**config.mk**
```make
export PLATFORM = sky130hd
export DESIGN_NAME = arp_rx_flat
export DESIGN_NICKNAME = d
export VERILOG_FILES = /design/src/rtl/eth_pkg.sv /design/src/rtl/arp_rx_if.sv /design/src/rtl/arp_rx.sv /design/src/flat_wrapper.sv
export SDC_FILE = /design/constraint.sdc
export NUM_CORES = 1
export LEC_CHECK = 0
export BUFFER_PORTS_ARGS = -buffer_cell sky130_fd_sc_hd__buf_2
export CORE_ASPECT_RATIO = 1.2
export CORE_UTILIZATION = 32
export CTS_CLUSTER_DIAMETER = 60
export DETAILED_ROUTE_END_ITERATION = 10
export GPL_TIMING_DRIVEN = 0
export HOLD_SLACK_MARGIN = 0.08
export PLACE_DENSITY = 0.59
export SYNTH_ARGS = -nofsm -noshare
export SYNTH_HDL_FRONTEND = slang
export SYNTH_SLANG_ARGS = --single-unit
```
**constraint.sdc**
```tcl
create_clock -name clk -period 6.6 [get_ports clk]
set_input_delay 0.66 -clock clk [delete_from_list [all_inputs] [get_ports clk]]
set_output_delay 0.66 -clock clk [all_outputs]
set_load 0.02 [all_outputs]
```
**src/rtl/eth_pkg.sv**
```systemverilog
// Shared Ethernet/ARP constants and the ARP receive FSM state type.
package eth_pkg;

  localparam logic [7:0]  ETH_PREAMBLE   = 8'h55;
  localparam logic [7:0]  ETH_SFD        = 8'hD5;
  localparam logic [15:0] ETH_TYPE_ARP   = 16'h0806;

  localparam logic [15:0] ARP_HTYPE_ETH  = 16'h0001;
  localparam logic [15:0] ARP_PTYPE_IPV4 = 16'h0800;
  localparam logic [7:0]  ARP_HLEN       = 8'd6;
  localparam logic [7:0]  ARP_PLEN       = 8'd4;
  localparam logic [15:0] ARP_OP_REQ     = 16'h0001;
  localparam logic [15:0] ARP_OP_REPLY   = 16'h0002;

  localparam int unsigned ETH_HEAD_LEN   = 14;
  localparam int unsigned ARP_LEN        = 28;

  typedef enum logic [2:0] {
    StIdle,
    StPreamble,
    StEthHead,
    StArpData,
    StRxEnd
  } arp_rx_state_t;

endpackage

```
**src/rtl/arp_rx_if.sv**
```systemverilog
// GMII receive byte stream in, parsed ARP peer information out.
interface arp_rx_if;

  logic        gmii_rx_dv;
  logic [7:0]  gmii_rxd;
  logic        arp_rx_done;
  logic        arp_rx_op;
  logic [47:0] src_mac;
  logic [31:0] src_ip;

  modport master (
    output gmii_rx_dv, gmii_rxd,
    input  arp_rx_done, arp_rx_op, src_mac, src_ip
  );

  modport slave (
    input  gmii_rx_dv, gmii_rxd,
    output arp_rx_done, arp_rx_op, src_mac, src_ip
  );

endinterface

```
**src/rtl/arp_rx.sv**
```systemverilog
// GMII ARP receive parser: strips preamble/SFD, checks Ethernet and ARP headers,
// filters on board MAC/IP and reports the sender of each accepted request/reply.
module arp_rx
  import eth_pkg::*;
#(
  parameter logic [47:0] BOARD_MAC = 48'h00_11_22_33_44_55,
  parameter logic [31:0] BOARD_IP  = {8'd192, 8'd168, 8'd1, 8'd10}
) (
  input logic   clk,
  input logic   rst_n,
  arp_rx_if.slave rx
);

  arp_rx_state_t state_q;
  logic [4:0]    cnt_q;
  logic          dmac_not_board_q;
  logic          dmac_not_bcast_q;
  logic          op_req_q;
  logic [47:0]   mac_sh_q;
  logic [31:0]   ip_sh_q;
  logic          done_q;
  logic          op_q;
  logic [47:0]   src_mac_q;
  logic [31:0]   src_ip_q;

  logic [7:0]  rxd;
  logic        dv;
  logic [47:0] mac_shifted;
  logic [31:0] ip_shifted;
  logic [4:0]  ip_idx;
  logic [7:0]  arp_exp;
  logic        arp_chk;
  logic        op_ok;

  assign rxd = rx.gmii_rxd;
  assign dv  = rx.gmii_rx_dv;

  // Expected byte of each fixed ARP field at the current index; unchecked bytes leave arp_chk low.
  always_comb begin
    ip_idx      = cnt_q - 5'd24;
    mac_shifted = BOARD_MAC << {cnt_q, 3'b000};
    ip_shifted  = BOARD_IP << {ip_idx, 3'b000};
    op_ok       = (rxd == ARP_OP_REQ[7:0]) || (rxd == ARP_OP_REPLY[7:0]);
    arp_exp     = 8'h00;
    arp_chk     = 1'b0;
    case (cnt_q)
      5'd0:  begin arp_exp = ARP_HTYPE_ETH[15:8];  arp_chk = 1'b1; end
      5'd1:  begin arp_exp = ARP_HTYPE_ETH[7:0];   arp_chk = 1'b1; end
      5'd2:  begin arp_exp = ARP_PTYPE_IPV4[15:8]; arp_chk = 1'b1; end
      5'd3:  begin arp_exp = ARP_PTYPE_IPV4[7:0];  arp_chk = 1'b1; end
      5'd4:  begin arp_exp = ARP_HLEN;             arp_chk = 1'b1; end
      5'd5:  begin arp_exp = ARP_PLEN;             arp_chk = 1'b1; end
      5'd6:  begin arp_exp = ARP_OP_REQ[15:8];     arp_chk = 1'b1; end
      5'd24, 5'd25, 5'd26, 5'd27: begin
        arp_exp = ip_shifted[31:24];
        arp_chk = 1'b1;
      end
      default: ;
    endcase
  end

  always_ff @(posedge clk or negedge rst_n) begin
    if (!rst_n) begin
      state_q          <= StIdle;
      cnt_q            <= '0;
      dmac_not_board_q <= 1'b0;
      dmac_not_bcast_q <= 1'b0;
      op_req_q         <= 1'b0;
      mac_sh_q         <= '0;
      ip_sh_q          <= '0;
      done_q           <= 1'b0;
      op_q             <= 1'b0;
      src_mac_q        <= '0;
      src_ip_q         <= '0;
    end else begin
      done_q <= 1'b0;
      case (state_q)
        StIdle: begin
          if (dv) begin
            if (rxd == ETH_PREAMBLE) begin
              state_q <= StPreamble;
              cnt_q   <= 5'd1;
            end else begin
              state_q <= StRxEnd;
            end
          end
        end
        StPreamble: begin
          if (!dv) begin
            state_q <= StIdle;
            cnt_q   <= '0;
          end else if (rxd == ETH_PREAMBLE && cnt_q < 5'd7) begin
            cnt_q <= cnt_q + 5'd1;
          end else if (rxd == ETH_SFD && cnt_q == 5'd7) begin
            state_q          <= StEthHead;
            cnt_q            <= '0;
            dmac_not_board_q <= 1'b0;
            dmac_not_bcast_q <= 1'b0;
          end else begin
            state_q <= StRxEnd;
            cnt_q   <= '0;
          end
        end
        StEthHead: begin
          if (!dv) begin
            state_q <= StIdle;
            cnt_q   <= '0;
          end else begin
            cnt_q <= cnt_q + 5'd1;
            if (cnt_q < 5'd6) begin
              if (rxd != mac_shifted[47:40]) dmac_not_board_q <= 1'b1;
              if (rxd != 8'hFF)              dmac_not_bcast_q <= 1'b1;
            end
            if (cnt_q == 5'd12 && rxd != ETH_TYPE_ARP[15:8]) begin
              state_q <= StRxEnd;
              cnt_q   <= '0;
            end else if (cnt_q == 5'(ETH_HEAD_LEN - 1)) begin
              cnt_q <= '0;
              // Destination must fully match one of the two accepted addresses.
              if (rxd == ETH_TYPE_ARP[7:0] && !(dmac_not_board_q && dmac_not_bcast_q)) begin
                state_q <= StArpData;
              end else begin
                state_q <= StRxEnd;
              end
            end
          end
        end
        StArpData: begin
          if (!dv) begin
            state_q <= StIdle;
            cnt_q   <= '0;
          end else begin
            cnt_q <= cnt_q + 5'd1;
            if (cnt_q == 5'd7) op_req_q <= (rxd == ARP_OP_REQ[7:0]);
            if (cnt_q >= 5'd8 && cnt_q <= 5'd13) mac_sh_q <= {mac_sh_q[39:0], rxd};
            if (cnt_q >= 5'd14 && cnt_q <= 5'd17) ip_sh_q <= {ip_sh_q[23:0], rxd};
            if ((arp_chk && rxd != arp_exp) || (cnt_q == 5'd7 && !op_ok)) begin
              state_q <= StRxEnd;
              cnt_q   <= '0;
            end else if (cnt_q == 5'(ARP_LEN - 1)) begin
              state_q   <= StRxEnd;
              cnt_q     <= '0;
              done_q    <= 1'b1;
              op_q      <= op_req_q;
              src_mac_q <= mac_sh_q;
              src_ip_q  <= ip_sh_q;
            end
          end
        end
        StRxEnd: begin
          if (!dv) begin
            state_q <= StIdle;
            cnt_q   <= '0;
          end
        end
        default: begin
          state_q <= StIdle;
          cnt_q   <= '0;
        end
      endcase
    end
  end

  assign rx.arp_rx_done = done_q;
  assign rx.arp_rx_op   = op_q;
  assign rx.src_mac     = src_mac_q;
  assign rx.src_ip      = src_ip_q;

endmodule

```
**src/flat_wrapper.sv**
```systemverilog
// flat-port wrapper written by rule: the top's interface ports become plain ports
module arp_rx_flat import eth_pkg::*;
#(
  parameter logic [47:0] BOARD_MAC = 48'h00_11_22_33_44_55,
  parameter logic [31:0] BOARD_IP  = {8'd192, 8'd168, 8'd1, 8'd10}
)
  (clk, rst_n, rx_gmii_rx_dv, rx_gmii_rxd, rx_arp_rx_done, rx_arp_rx_op, rx_src_mac, rx_src_ip);
  arp_rx_if rx_i ();
  input logic clk;
  input logic rst_n;
  input wire logic [$bits(rx_i.gmii_rx_dv)-1:0] rx_gmii_rx_dv;
  input wire logic [$bits(rx_i.gmii_rxd)-1:0] rx_gmii_rxd;
  output wire logic [$bits(rx_i.arp_rx_done)-1:0] rx_arp_rx_done;
  output wire logic [$bits(rx_i.arp_rx_op)-1:0] rx_arp_rx_op;
  output wire logic [$bits(rx_i.src_mac)-1:0] rx_src_mac;
  output wire logic [$bits(rx_i.src_ip)-1:0] rx_src_ip;
  assign rx_i.gmii_rx_dv = rx_gmii_rx_dv;
  assign rx_i.gmii_rxd = rx_gmii_rxd;
  assign rx_arp_rx_done = rx_i.arp_rx_done;
  assign rx_arp_rx_op = rx_i.arp_rx_op;
  assign rx_src_mac = rx_i.src_mac;
  assign rx_src_ip = rx_i.src_ip;
  arp_rx #(.BOARD_MAC(BOARD_MAC), .BOARD_IP(BOARD_IP)) u_core (.clk(clk), .rst_n(rst_n), .rx(rx_i));
endmodule
```
* Yosys cells after proc, flatten, opt, wreduce, memory -nomap -nowiden
Cells that the tools add are included.
** Storage, ports and cells
- Bits in registers :: 173
- Bits of input ports :: 11
- Output and inout bits :: 82
- Word-level logic and storage cells :: 130
** Operators by class
- $add $sub $neg :: 2
- $lt $le $gt $ge :: 6
- Eq/ne operators :: 39
- Shift-type cells :: 2
- Multiplexer cells :: 43
- Bitwise gates (word level) :: 1
- Reduce and logical (&&, ||, !) cells :: 26
** Operators with widths (count)
- two-way mux 5 bit :: 11
- left shift 37 x 8 -> 48 bit, first input constant :: 1
- case mux 8 bit (5 select lines) :: 1
- two-way mux 3 bit :: 13
- left shift 32 x 8 -> 32 bit, first input constant :: 1
- case mux 5 bit (5 select lines) :: 1
- == test 5 x 3 -> 1 bit, second input constant :: 4
- == test 5 bit, second input constant :: 4
- != test 8 bit :: 2
- case mux 3 bit (5 select lines) :: 1
- two-way mux 1 bit :: 14
- AND reduction 7 bit :: 2
- AND reduction 3 bit :: 4
- OR reduction 11 bit :: 1
- == test 5 x 2 -> 1 bit, second input constant :: 2
- == test 5 x 4 -> 1 bit, second input constant :: 2
- greater-or-equal comparator 5 x 4 -> 1 bit, second input constant :: 2
- < comparator 5 x 3 -> 1 bit, second input constant :: 2
- != test 2 x 1 -> 1 bit, second input constant :: 5
- != test 2 bit, second input constant :: 5
- logical AND 1 bit :: 9
- == test 8 x 1 -> 1 bit, second input constant :: 1
- == test 8 x 2 -> 1 bit, second input constant :: 1
- == test 8 x 3 -> 1 bit, second input constant :: 1
- 24 further kinds :: 29

* Longest topological paths before layout
Gate-level depths: netlist of run 1.
- Word-level depth :: 9
- Gate-level depth with buffers :: 12
- Gate-level depth less buffers :: 9

* Worst setup path after synthesis of run 1
Ideal clock, no wire load.
- Kind :: register -> register
- Start point :: register u_core.cnt_q[0]
- End point :: register u_core.src_ip_q[0], in the netlist u_core.rx.src_ip[0]
- Setup time :: 125 ps
- Data arrival time :: 2645 ps
- Required time :: 6475 ps
- Path slack :: 3830 ps
- Stages on the path, launching flop included :: 13
- Buffers on the path :: 3
- Clock period less this slack :: 2770 ps
- Path through :: dfrtp_1 > buf_6 > inv_1 > ha_1 > nor4_4 > nor4_1 > mux2i_1 > nor4_2 > a21oi_1 > nor3_2 > buf_6 > buf_12 > mux2_4
** Between the ends
- Longest elaborated chain between the ends :: 8
- Elaborated cells on any way between the ends :: 24
- Those cells by class :: add/sub (1); eq/ne (12); shift (1); mux (2); bitwise (1); reduce/logical (7)
** RTL lines
- start: declaration :: line arp_rx.sv:15 : logic [4:0] cnt_q;
- start signal: assignment :: line arp_rx.sv:93 : cnt_q <= cnt_q + 5'd1;
- start signal: assignment :: line arp_rx.sv:109 : cnt_q <= cnt_q + 5'd1;
- start signal: assignment :: line arp_rx.sv:133 : cnt_q <= cnt_q + 5'd1;
- subtractor 5 bit (tied with other cells) :: line arp_rx.sv:40 : ip_idx = cnt_q - 5'd24;
- left shift 32 x 8 -> 32 bit / OR reduction 4 bit (equally long branches)
- case mux 8 bit (5 select lines) :: line arp_rx.sv:46 : case (cnt_q)
- != test 8 bit :: line arp_rx.sv:137 : if ((arp_chk && rxd != arp_exp) || (cnt_q == 5'd7 && !op_ok)) begin
- logical AND 1 bit :: line arp_rx.sv:137
- logical OR 1 bit :: line arp_rx.sv:137
- NOT 1 bit (no source line)
- AND reduction 4 bit (no source line) *
- end signal: assignment :: line arp_rx.sv:146 : src_ip_q <= ip_sh_q;
- end: declaration :: line arp_rx.sv:24 : logic [31:0] src_ip_q;
Every way passes the cells marked *; elsewhere a longest branch is shown, timed or not.
A chain may end at the register's enable or synchronous reset.

* Final worst setup path of run 1
- Start point :: register u_core.cnt_q[1]
- End point :: register u_core.mac_sh_q[30]
** Between the ends
- Longest elaborated chain between the ends :: 3
- Elaborated cells on any way between the ends :: 4
- Those cells by class :: order compare (2); reduce/logical (2)
** RTL lines
- greater-or-equal comparator 5 x 4 -> 1 bit / <= comparator 5 x 4 -> 1 bit (equally long branches) :: line arp_rx.sv:135 : if (cnt_q >= 5'd8 && cnt_q <= 5'd13) mac_sh_q <= {mac_sh_q[39:0], rxd};
- logical AND 1 bit * :: line arp_rx.sv:135
- AND reduction 3 bit (no source line) *
- end signal: assignment :: line arp_rx.sv:135
- end: declaration :: line arp_rx.sv:19 : logic [47:0] mac_sh_q;
Marks and branches as above.

==> flow_summary.json, run 1 <==
{
  "status": "completed",
  "syn-instance-count": 502,
  "postCtsHoldBufs": 0,
  "cts_buffers": 17,
  "numPortBuffers": 87,
  "syn-mean-instance-area_sq_um": 15.3,
  "startpoint_type": "flip-flop",
  "wl_mm": 16.3,
  "pwr-share-comb": 0.035,
  "antenna_found_initial": 0,
  "p_leak_nw": 4.53,
  "clk_path_buf_depth": 2,
  "dr.pass1.iters": 4,
  "async_reset_ff_frac": 1.00,
  "finalClockSkew_ns": 0.0119,
  "grt_max_degree": 90,
  "rows": 61,
  "pre_cts_ws_ns": 3.34,
  "layout_setup_ws_ns": 3.35,
  "grt_pass1_vias": 4684,
  "pin_count": 93,
  "clk_pin_slew_ns": 0.07,
  "place.detailed.hpwl_mm": 11.6,
  "pwr-share-seq": 0.512,
  "ys_top_cells_by_count": "173 x dfrtp_1, 85 x mux2_2, 79 x mux2_4",
  "finalNonFillerCells": 937,
  "power_report.internal_total_mw": 1.59,
  "cts_resized": 0,
  "synth_top_area_share": 0.564,
  "powerDensity_nw_per_um2": 230,
  "ir_worst_vdd_mv": 0.146,
  "routed_via_density": 4.66,
  "cp.arrival_ns": 3.56,
  "layout.nets": 624,
  "synth_top_area_cell": "dfrtp_1",
  "grt_setup_unrepaired": "false",
  "p_sw_mw": 0.505,
  "cts_setup_buffers": 0,
  "drv_cap": 0,
  "relSlewSlack": 0.479,
  "syn_to_final_growth_pct": 18.6,
  "grt_overflow": 0,
  "synth_fp_nets": 517,
  "routed-via-count": 4364,
  "initial_utilization": 0.329,
  "critPathMaxStageDelay_ns": 0.57,
  "worstSetupEndpointType": "flip-flop",
  "yosysUniqueCellTypes": 58,
  "gp_congestion": 0.856,
  "die_w_um": 143,
  "ant_nets": 0,
  "drc_errors": 0,
  "fp.dieArea_sq_um": 24600,
  "slowest_stage": "nor4b_1",
  "hold_violations": 0,
  "diodes": 0,
  "dp.cells": 905,
  "die_h_um": 172,
  "fin_crit_ns": 3.25,
  "critPathKind": "reg2reg",
  "crit_chain": "buf_4 > inv_2 > ha_1 > o21bai_1 > nor2_1 > nor4b_1 > buf_2 > buf_1 > mux2_2",
  "clock-root-buffer": "clkbuf_16",
  "cts_tree": "built",
  "htreeDepth": 4,
  "grt_usage": 0.142,
  "critPathMaxFanout": 10,
  "coreArea_sq_um": 23400,
  "synth_warnings": 0,
  "worstMarginPinSlew_ns": 0.776,
  "grt_pass1_wl_mm": 26.5,
  "clock_latency_ns": 0.43,
  "tns_ns": 0,
  "worst_ep_required_time_ns": 6.91,
  "drive_gt1_frac": 0.502,
  "clock_sinks": 173,
  "synth-seq-cells": 173,
  "synth-main-ff-cell": "dfrtp_1",
  "hold_path.class": "in2async",
  "yosysSeqAreaShare": 0.564,
  "post_drt_wl_per_cell_um": 17.4,
  "p_sw_frac": 0.242,
  "total_power_mw": 2.09,
  "min_period_over_period": 0.493,
  "synth-edff-count": 0,
  "drtIter0Drc": 228,
  "synthTopCellsByArea": "dfrtp_1 56%, mux2_4 15%, mux2_2 12%",
  "slew_violations": 0,
  "finalSetupViolCount": 0,
  "syn-cell-area_sq_um": 7670,
  "yosysMostFrequentCell": "dfrtp_1",
  "clkPwrFrac": 0.453,
  "fmax_ghz": 0.308
}
worst max-delay path: cells and delay by family (launching register included):
family	cells	cell delay [ns]
mux	1	0.40
buf+inv	4	1.18
fa+ha+maj	1	0.32
compound gates	1	0.18
simple gates	2	0.63
flops	1	0.40
cell usage in the layout, fill, tap and decap left out, drive strengths merged, types with 3 or more instances in the layout:
master,synthesis,routed
ha,4,4
or3,4,4
nor3b,3,3
o21ai,4,4
a31oi,5,5
clkinvlp,0,4
clkinv,0,3
nand4,3,3
nor2,17,17
mux2,164,164
nand2,10,10
a211oi,3,3
nor3,5,5
clkbuf,10,28
nand2b,6,6
buf,20,108
a21oi,10,10
nand3,10,10
nor4,7,7
nand4b,3,3
dfrtp,173,173
inv,5,12
logic make-up after synthesis:
kind of cell | count (synthesis) | synth area share
and+or+nand+nor | 79 | 0.0608
DFF | 173 | 0.564
buffers and inverters | 35 | 0.0445
adders and majority gates | 4 | 0.00652
muxes | 166 | 0.282
AOI/OAI and AO/OA | 42 | 0.0386
xor gates and xnor gates | 3 | 0.00342
flip-flops by register name (all words and copies together) (netlist names):
name	flops
u_core.op_req_q	1
u_core.state_q	3
u_core.dmac_not_bcast_q	1
u_core.dmac_not_board_q	1
u_core.rx.arp_rx_done	1
u_core.cnt_q	5
u_core.rx.src_mac	48
u_core.rx.arp_rx_op	1
u_core.mac_sh_q	48
u_core.ip_sh_q	32
u_core.rx.src_ip	32
per-layer routing:
layer / wire length [um] / GRT usage
met5: 0 / 0
met1: 7420 / 0.181
met2: 8030 / 0.232
met4: 272 / 0.0523
met3: 596 / 0.0342
worst paths after layout:
path / start / end / slack, ns / cells past startpoint
max reg2reg: u_core.cnt_q[1] / u_core.mac_sh_q[30] / 3.35 / 9
min: rst_n / u_core.rx.src_ip[3] / 0.22 / 1
min in group clk: u_core.ip_sh_q[25] / u_core.rx.src_ip[25] / 0.50 / 1
max: u_core.cnt_q[1] / u_core.mac_sh_q[30] / 3.35 / 9
min reg2reg: u_core.ip_sh_q[25] / u_core.rx.src_ip[25] / 0.50 / 1
max in group asynchronous: rst_n / u_core.mac_sh_q[7] / 5.52 / 2
area by class of cell:
| cell class | instances | area, sq um |
|---|---|---|
| well taps | 315 | 394 |
| repair buffers | 88 | 473 |
| clock buffers | 18 | 429 |
| inverters | 5 | 18.8 |
| clock inverters | 14 | 129 |
| fillers | 2229 | 14300 |
| multi-input cells | 294 | 3000 |
| plain buffers | 30 | 323 |
| flip-flops and latches | 173 | 4330 |
metrics by stage:
step / instance area [sq um] / hold slack [ns] / utilization
after floorplan: 7670 / 0.364 / -
after global placement: 8500 / 0.489 / 0.364
after detailed placement: 8540 / 0.489 / 0.366
after CTS: 9100 / 0.254 / 0.390
after global routing: 9100 / 0.260 / 0.390
final: 9100 / 0.222 / 0.390
power groups by stage:
stage	clock network, mW	registers, mW	logic [mW]
floorplan	0	1.09	0.0379
global placement	0	1.09	0.0706
detailed placement	0	1.09	0.0750
CTS	0.978	1.07	0.0753
global route	1.02	1.07	0.0816
finish	0.948	1.07	0.0729
Note: power is estimated with default switching activity, not from simulation.
==> run 2, diff against run 1 <==
PLACE_DENSITY = 0.61   (was 0.59)
clock period = 2.6 ns   (was 6.6 ns; I/O delays follow)
==> run 2 against run 1 <==
  * Largest power group unchanged
  * Clock skew fell by 0.0046 ns
  * Fmax grew 7.5%
  * Clock power increased to 2.8 times the previous value
  * Flip-flop and latch count did not move
  * Critical path type unchanged
  * The run now ends with negative setup slack left
==> flow_summary.json, run 2 (same netlist as run 1, synthesis figures left out) <==
{
  "status": "finished with violations",
  "routed_via_density": 4.74,
  "relSlewSlack": 0.463,
  "worstMarginPinSlew_ns": 0.800,
  "grt_pass1_wl_mm": 27.3,
  "powerDensity_nw_per_um2": 573,
  "slew_violations": 0,
  "antenna_found_initial": 0,
  "critPathKind": "reg2reg",
  "drtIter0Drc": 285,
  "grt_usage": 0.147,
  "cts_tree": "built",
  "cts_buffers": 17,
  "layout.nets": 654,
  "finish.instance_area_sq_um": 9760,
  "clk_pin_slew_ns": 0.06,
  "routed-via-count": 4578,
  "post_drt_wl_per_cell_um": 18.1,
  "fill_cells": 2172,
  "finalNonFillerCells": 965,
  "hold_violations": 0,
  "pin_count": 93,
  "grt_overflow": 0,
  "clock_sinks": 173,
  "wl_mm": 17.5,
  "syn_to_final_growth_pct": 27.2,
  "grt_setup_unrepaired": "true",
  "fin_crit_ns": 3.02,
  "finalSetupViolCount": 89,
  "htreeDepth": 4,
  "final_common_cell": "dfrtp_1",
  "die_w_um": 143,
  "multi_input_area_sq_um": 3180,
  "place_area_sq_um": 8550,
  "clock_latency_ns": 0.43,
  "rows": 61,
  "most-common-layout-cells": "172 x dfrtp_1, 86 x buf_2, 83 x mux2_4",
  "violations": "negative setup slack",
  "fp.dieArea_sq_um": 24600,
  "clk_path_buf_depth": 2,
  "critPathMaxFanout": 9,
  "cp.arrival_ns": 3.33,
  "grt_max_degree": 88,
  "dr.pass1.iters": 4,
  "area.sequential_sq_um": 4330,
  "dp.cells": 905,
  "initial_utilization": 0.329,
  "total_power_mw": 5.59,
  "worst_ep_required_time_ns": 2.91,
  "grt_pass1_vias": 4872,
  "drv_cap": 0,
  "drc_errors": 0,
  "ant_nets": 0,
  "drive_gt1_frac": 0.560,
  "gp_congestion": 0.866,
  "clock-root-buffer": "clkbuf_16",
  "diodes": 0,
  "numPortBuffers": 87,
  "p_leak_nw": 4.82,
  "die_h_um": 172,
  "worstSetupEndpointType": "flip-flop",
  "layout_setup_ws_ns": -0.424,
  "place.detailed.hpwl_mm": 11.6,
  "finalClockSkew_ns": 0.00724,
  "coreArea_sq_um": 23400,
  "fmax_ghz": 0.331,
  "startpoint_type": "flip-flop",
  "ir_worst_vdd_mv": 0.302,
  "hold_path.class": "in2reg",
  "pre_cts_ws_ns": -0.665,
  "min_period_over_period": 1.16
}
## run 2: changes by cell type in the layout (fill, tap and decap cells not counted), moves of 5 or more
| cell | previous run | this run |
|---|---|---|
| buf_4 | 2 | 14 |
| buf_6 | 6 | 15 |
| clkbuf_16 | 17 | 22 |
| clkbuf_2 | 0 | 5 |
## run 2: path summary, 6_finish.rpt
path	startpoint	end	slack (ns)	cells after the start
worst min-delay path	rx_gmii_rxd[3]	u_core.ip_sh_q[3]	0.12	2
max in group asynchronous	rst_n	u_core.rx.src_ip[1]	1.32	3
worst min register to register	u_core.rx.src_mac[43]	u_core.rx.src_mac[43]	0.50	1
worst max register to register	u_core.cnt_q[1]	u_core.rx.src_mac[25]	-0.42	12
worst max-delay path	u_core.cnt_q[1]	u_core.rx.src_mac[25]	-0.42	12
min in group asynchronous	rst_n	u_core.rx.src_mac[44]	0.42	2
## run 2: through the flow
step	setup TNS [ns]	utilization	hold slack, ns
4_1_cts	-22.51	0.410	0.0933
3_5_place_dp	-67.28	0.366	0.316
6_report	-33.01	0.418	0.118
3_3_place_gp	-278.11	0.365	0.488
5_1_grt	-41.33	0.418	0.101
2_1_floorplan	-9.90	-	-0.0356
## run 2: power breakdown
part           internal [mW]  leakage [nW]  switching (mW)
combinational         0.0825          2.11           0.131
clock                   1.63         0.296            1.04
sequential              2.70          2.41          0.0179
## run 2: final cells by class
type,count,area share
well taps,315,0.0404
clock buffers,20,0.0458
repair buffers,119,0.0920
plain buffers,29,0.0331
clock inverters,10,0.0168
multi-input cells,294,0.325
inverters,5,0.00295
flip-flops and latches,173,0.444
## run 2: routing by layer
metal / global-route usage / vias up / routed length [um]
li1: - / 2099 / -
met1: 0.181 / 2363 / 7530
met5: 0 / - / 0
met3: 0.0362 / 24 / 660
met2: 0.244 / 92 / 8920
met4: 0.0620 / 0 / 357
## run 2: what timing repair did
action | 4_1_cts | 5_1_grt
hold buffers | 1 | 0
cloned | 2 | 5
gates resized for setup | 41 | 22
pin swaps | 15 | 6
hold endpoints to repair | 86 | 0
setup buffers | 19 | 4
endpoints found under the setup margin | 168 | 140
## run 2: worst max-delay path, cell delays in order, from the launching register on
cell and delay (ns):
dfrtp_1 0.40, buf_6 0.14, buf_4 0.12, buf_4 0.17, nor3_1 0.24, mux2_2 0.39, nor4_4 0.35, a21oi_2 0.12
nor3_2 0.19, buf_6 0.16, buf_12 0.15, clkbuf_16 0.16, mux2_4 0.29
==> run 3, diff against run 2 <==
HOLD_SLACK_MARGIN = 0.12   (was 0.08)
==> run 3 against run 2 <==
  * The run still ends with negative setup slack left
  * Worst setup slack better by 0.0029 ns
  * Fmax about the same
  * Clock power about the same
  * Core utilization up 0.086 points
  * Die area unchanged
  * Cell count grew 0.21%
==> flow_summary.json, run 3 (same netlist as run 1, synthesis figures left out) <==
{
  "slowest_stage": "dfrtp_1",
  "cp.arrival_ns": 3.33,
  "critPathKind": "reg2reg",
  "layout_setup_ws_ns": -0.421,
  "clock_latency_ns": 0.43,
  "p_leak_nw": 4.83,
  "grtUsageMet2": 0.244,
  "numPortBuffers": 87,
  "critPathMaxStageDelay_ns": 0.40,
  "htreeDepth": 4,
  "drtIter0Drc": 280,
  "routed_via_density": 4.75,
  "fmax_ghz": 0.331,
  "antenna_found_initial": 0,
  "total_power_mw": 5.59,
  "grt_usage": 0.147,
  "powerDensity_nw_per_um2": 572,
  "pre_cts_ws_ns": -0.665,
  "ir_worst_vdd_mv": 0.301,
  "rows": 61,
  "syn_to_final_growth_pct": 27.5,
  "holdCritStartpoint": "rx_gmii_rxd[1]",
  "place.detailed.hpwl_mm": 11.6,
  "grt_max_degree": 88,
  "worstSetupEndpointType": "flip-flop",
  "grt_use_met3": 0.0362,
  "cp_top_family": "buffers and inverters",
  "crit_chain": "buf_6 > buf_4 > buf_4 > nor3_1 > mux2_2 > nor4_4 > a21oi_2 > nor3_2 > buf_6 > buf_12 > clkbuf_16 > mux2_4",
  "clock-root-buffer": "clkbuf_16",
  "ant_nets": 0,
  "fin_util": 0.419,
  "slew_violations": 0,
  "layout.nets": 656,
  "grt_overflow": 0,
  "grt_setup_unrepaired": "true",
  "worst_ep_required_time_ns": 2.91,
  "grt_pass1_vias": 4873,
  "routed-via-count": 4595,
  "finalSetupViolCount": 89,
  "initial_utilization": 0.329,
  "post_drt_wl_per_cell_um": 18.1,
  "gp_congestion": 0.866,
  "clk_path_buf_depth": 2,
  "fill_cells": 2171,
  "fp.dieArea_sq_um": 24600,
  "critPathLaunch": "u_core.cnt_q[1]",
  "grtUsageMet1": 0.181,
  "path_buf_inv": 6,
  "hold_path.class": "in2reg",
  "relSlewSlack": 0.467,
  "min_period_over_period": 1.16,
  "pin_count": 93,
  "dr.pass1.iters": 4,
  "die_w_um": 143,
  "r2r_slack_ns": -0.42,
  "wl_mm": 17.5,
  "most-common-layout-cells": "172 x dfrtp_1, 86 x buf_2, 83 x mux2_4",
  "critPathMaxFanout": 9,
  "worstMarginPinSlew_ns": 0.793,
  "fin_crit_ns": 3.02,
  "clk_pin_slew_ns": 0.06,
  "final_common_cell": "dfrtp_1",
  "cts_buffers": 17,
  "finalClockSkew_ns": 0.00725,
  "diodes": 0,
  "grt_pass1_wl_mm": 27.3,
  "grt.busiest_layer": "met2",
  "r2r-start": "u_core.cnt_q[1]",
  "violations": "negative setup slack",
  "drc_errors": 0,
  "clock_sinks": 173,
  "cts_tree": "built",
  "hold_violations": 0,
  "drive_gt1_frac": 0.558,
  "coreArea_sq_um": 23400,
  "status": "finished with violations",
  "startpoint_type": "flip-flop",
  "die_h_um": 172,
  "drv_cap": 0
}
## run 3: cell types whose count changed in the layout (fill, tap and decap cells not counted)
cell,delta
dlygate4sd3_1,+2
## run 3: power by group
group	switching, mW	leakage, nW	total [mW]	internal, mW
clock network	1.04	0.296	2.66	1.63
logic	0.131	2.12	0.215	0.0843
registers	0.0177	2.41	2.72	2.70
total	1.18	4.83	5.59	4.41
## run 3: per-layer routing
metal / vias to the layer above / part of all wire
met2: 95 / 0.51
li1: 2097 / -
met5: - / 0
met1: 2379 / 0.43
met3: 24 / 0.037
met4: 0 / 0.021
## run 3: worst register-to-register path: cells and delay by family (launching register included)
kind | cells | cell delay [ns]
buffers and inverters | 6 | 0.91
and+or+nand+nor | 3 | 0.78
DFF | 1 | 0.40
AOI/OAI and AO/OA | 1 | 0.12
muxes | 2 | 0.69
## run 3: area by class of cell
| type | count | area (sq um) | share of cell area |
|---|---|---|---|
| plain buffers | 29 | 323 | 0.0330 |
| repair buffers | 121 | 918 | 0.0939 |
| well taps | 315 | 394 | 0.0403 |
| multi-input cells | 294 | 3180 | 0.325 |
| clock inverters | 10 | 164 | 0.0168 |
| clock buffers | 20 | 447 | 0.0457 |
| flip-flops and latches | 173 | 4330 | 0.443 |
| inverters | 5 | 28.8 | 0.00294 |
## run 3: metrics by stage
| stage | instance area, sq um | setup TNS, ns | hold slack [ns] | std cells |
|---|---|---|---|---|
| after CTS | 9590 | -22.51 | 0.142 | 959 |
| after detailed placement | 8550 | -67.28 | 0.316 | 905 |
| after global routing | 9780 | -41.33 | 0.145 | 967 |
| after floorplan | 7680 | -9.90 | -0.0356 | 502 |
| after global placement | 8510 | -278.11 | 0.488 | 904 |
| final | 9780 | -32.88 | 0.165 | 967 |
## run 3: repair_timing
item / in CTS / in global routing
gates resized for setup: 41 / 22
hold buffers: 3 / 0
setup buffers: 19 / 4
endpoints found under the hold margin: 89 / 0
pin swaps: 15 / 6
endpoints found under the setup margin: 168 / 140
gates cloned: 2 / 5
## run 3: final timing paths
path | cells after the start | to
worst max-delay path | 12 | u_core.rx.src_mac[25]
worst min-delay path | 2 | u_core.mac_sh_q[1]
worst max register to register | 12 | u_core.rx.src_mac[25]
max in group asynchronous | 3 | u_core.rx.src_ip[1]
worst min register to register | 1 | u_core.rx.src_mac[43]
min in group asynchronous | 2 | u_core.rx.src_mac[44]
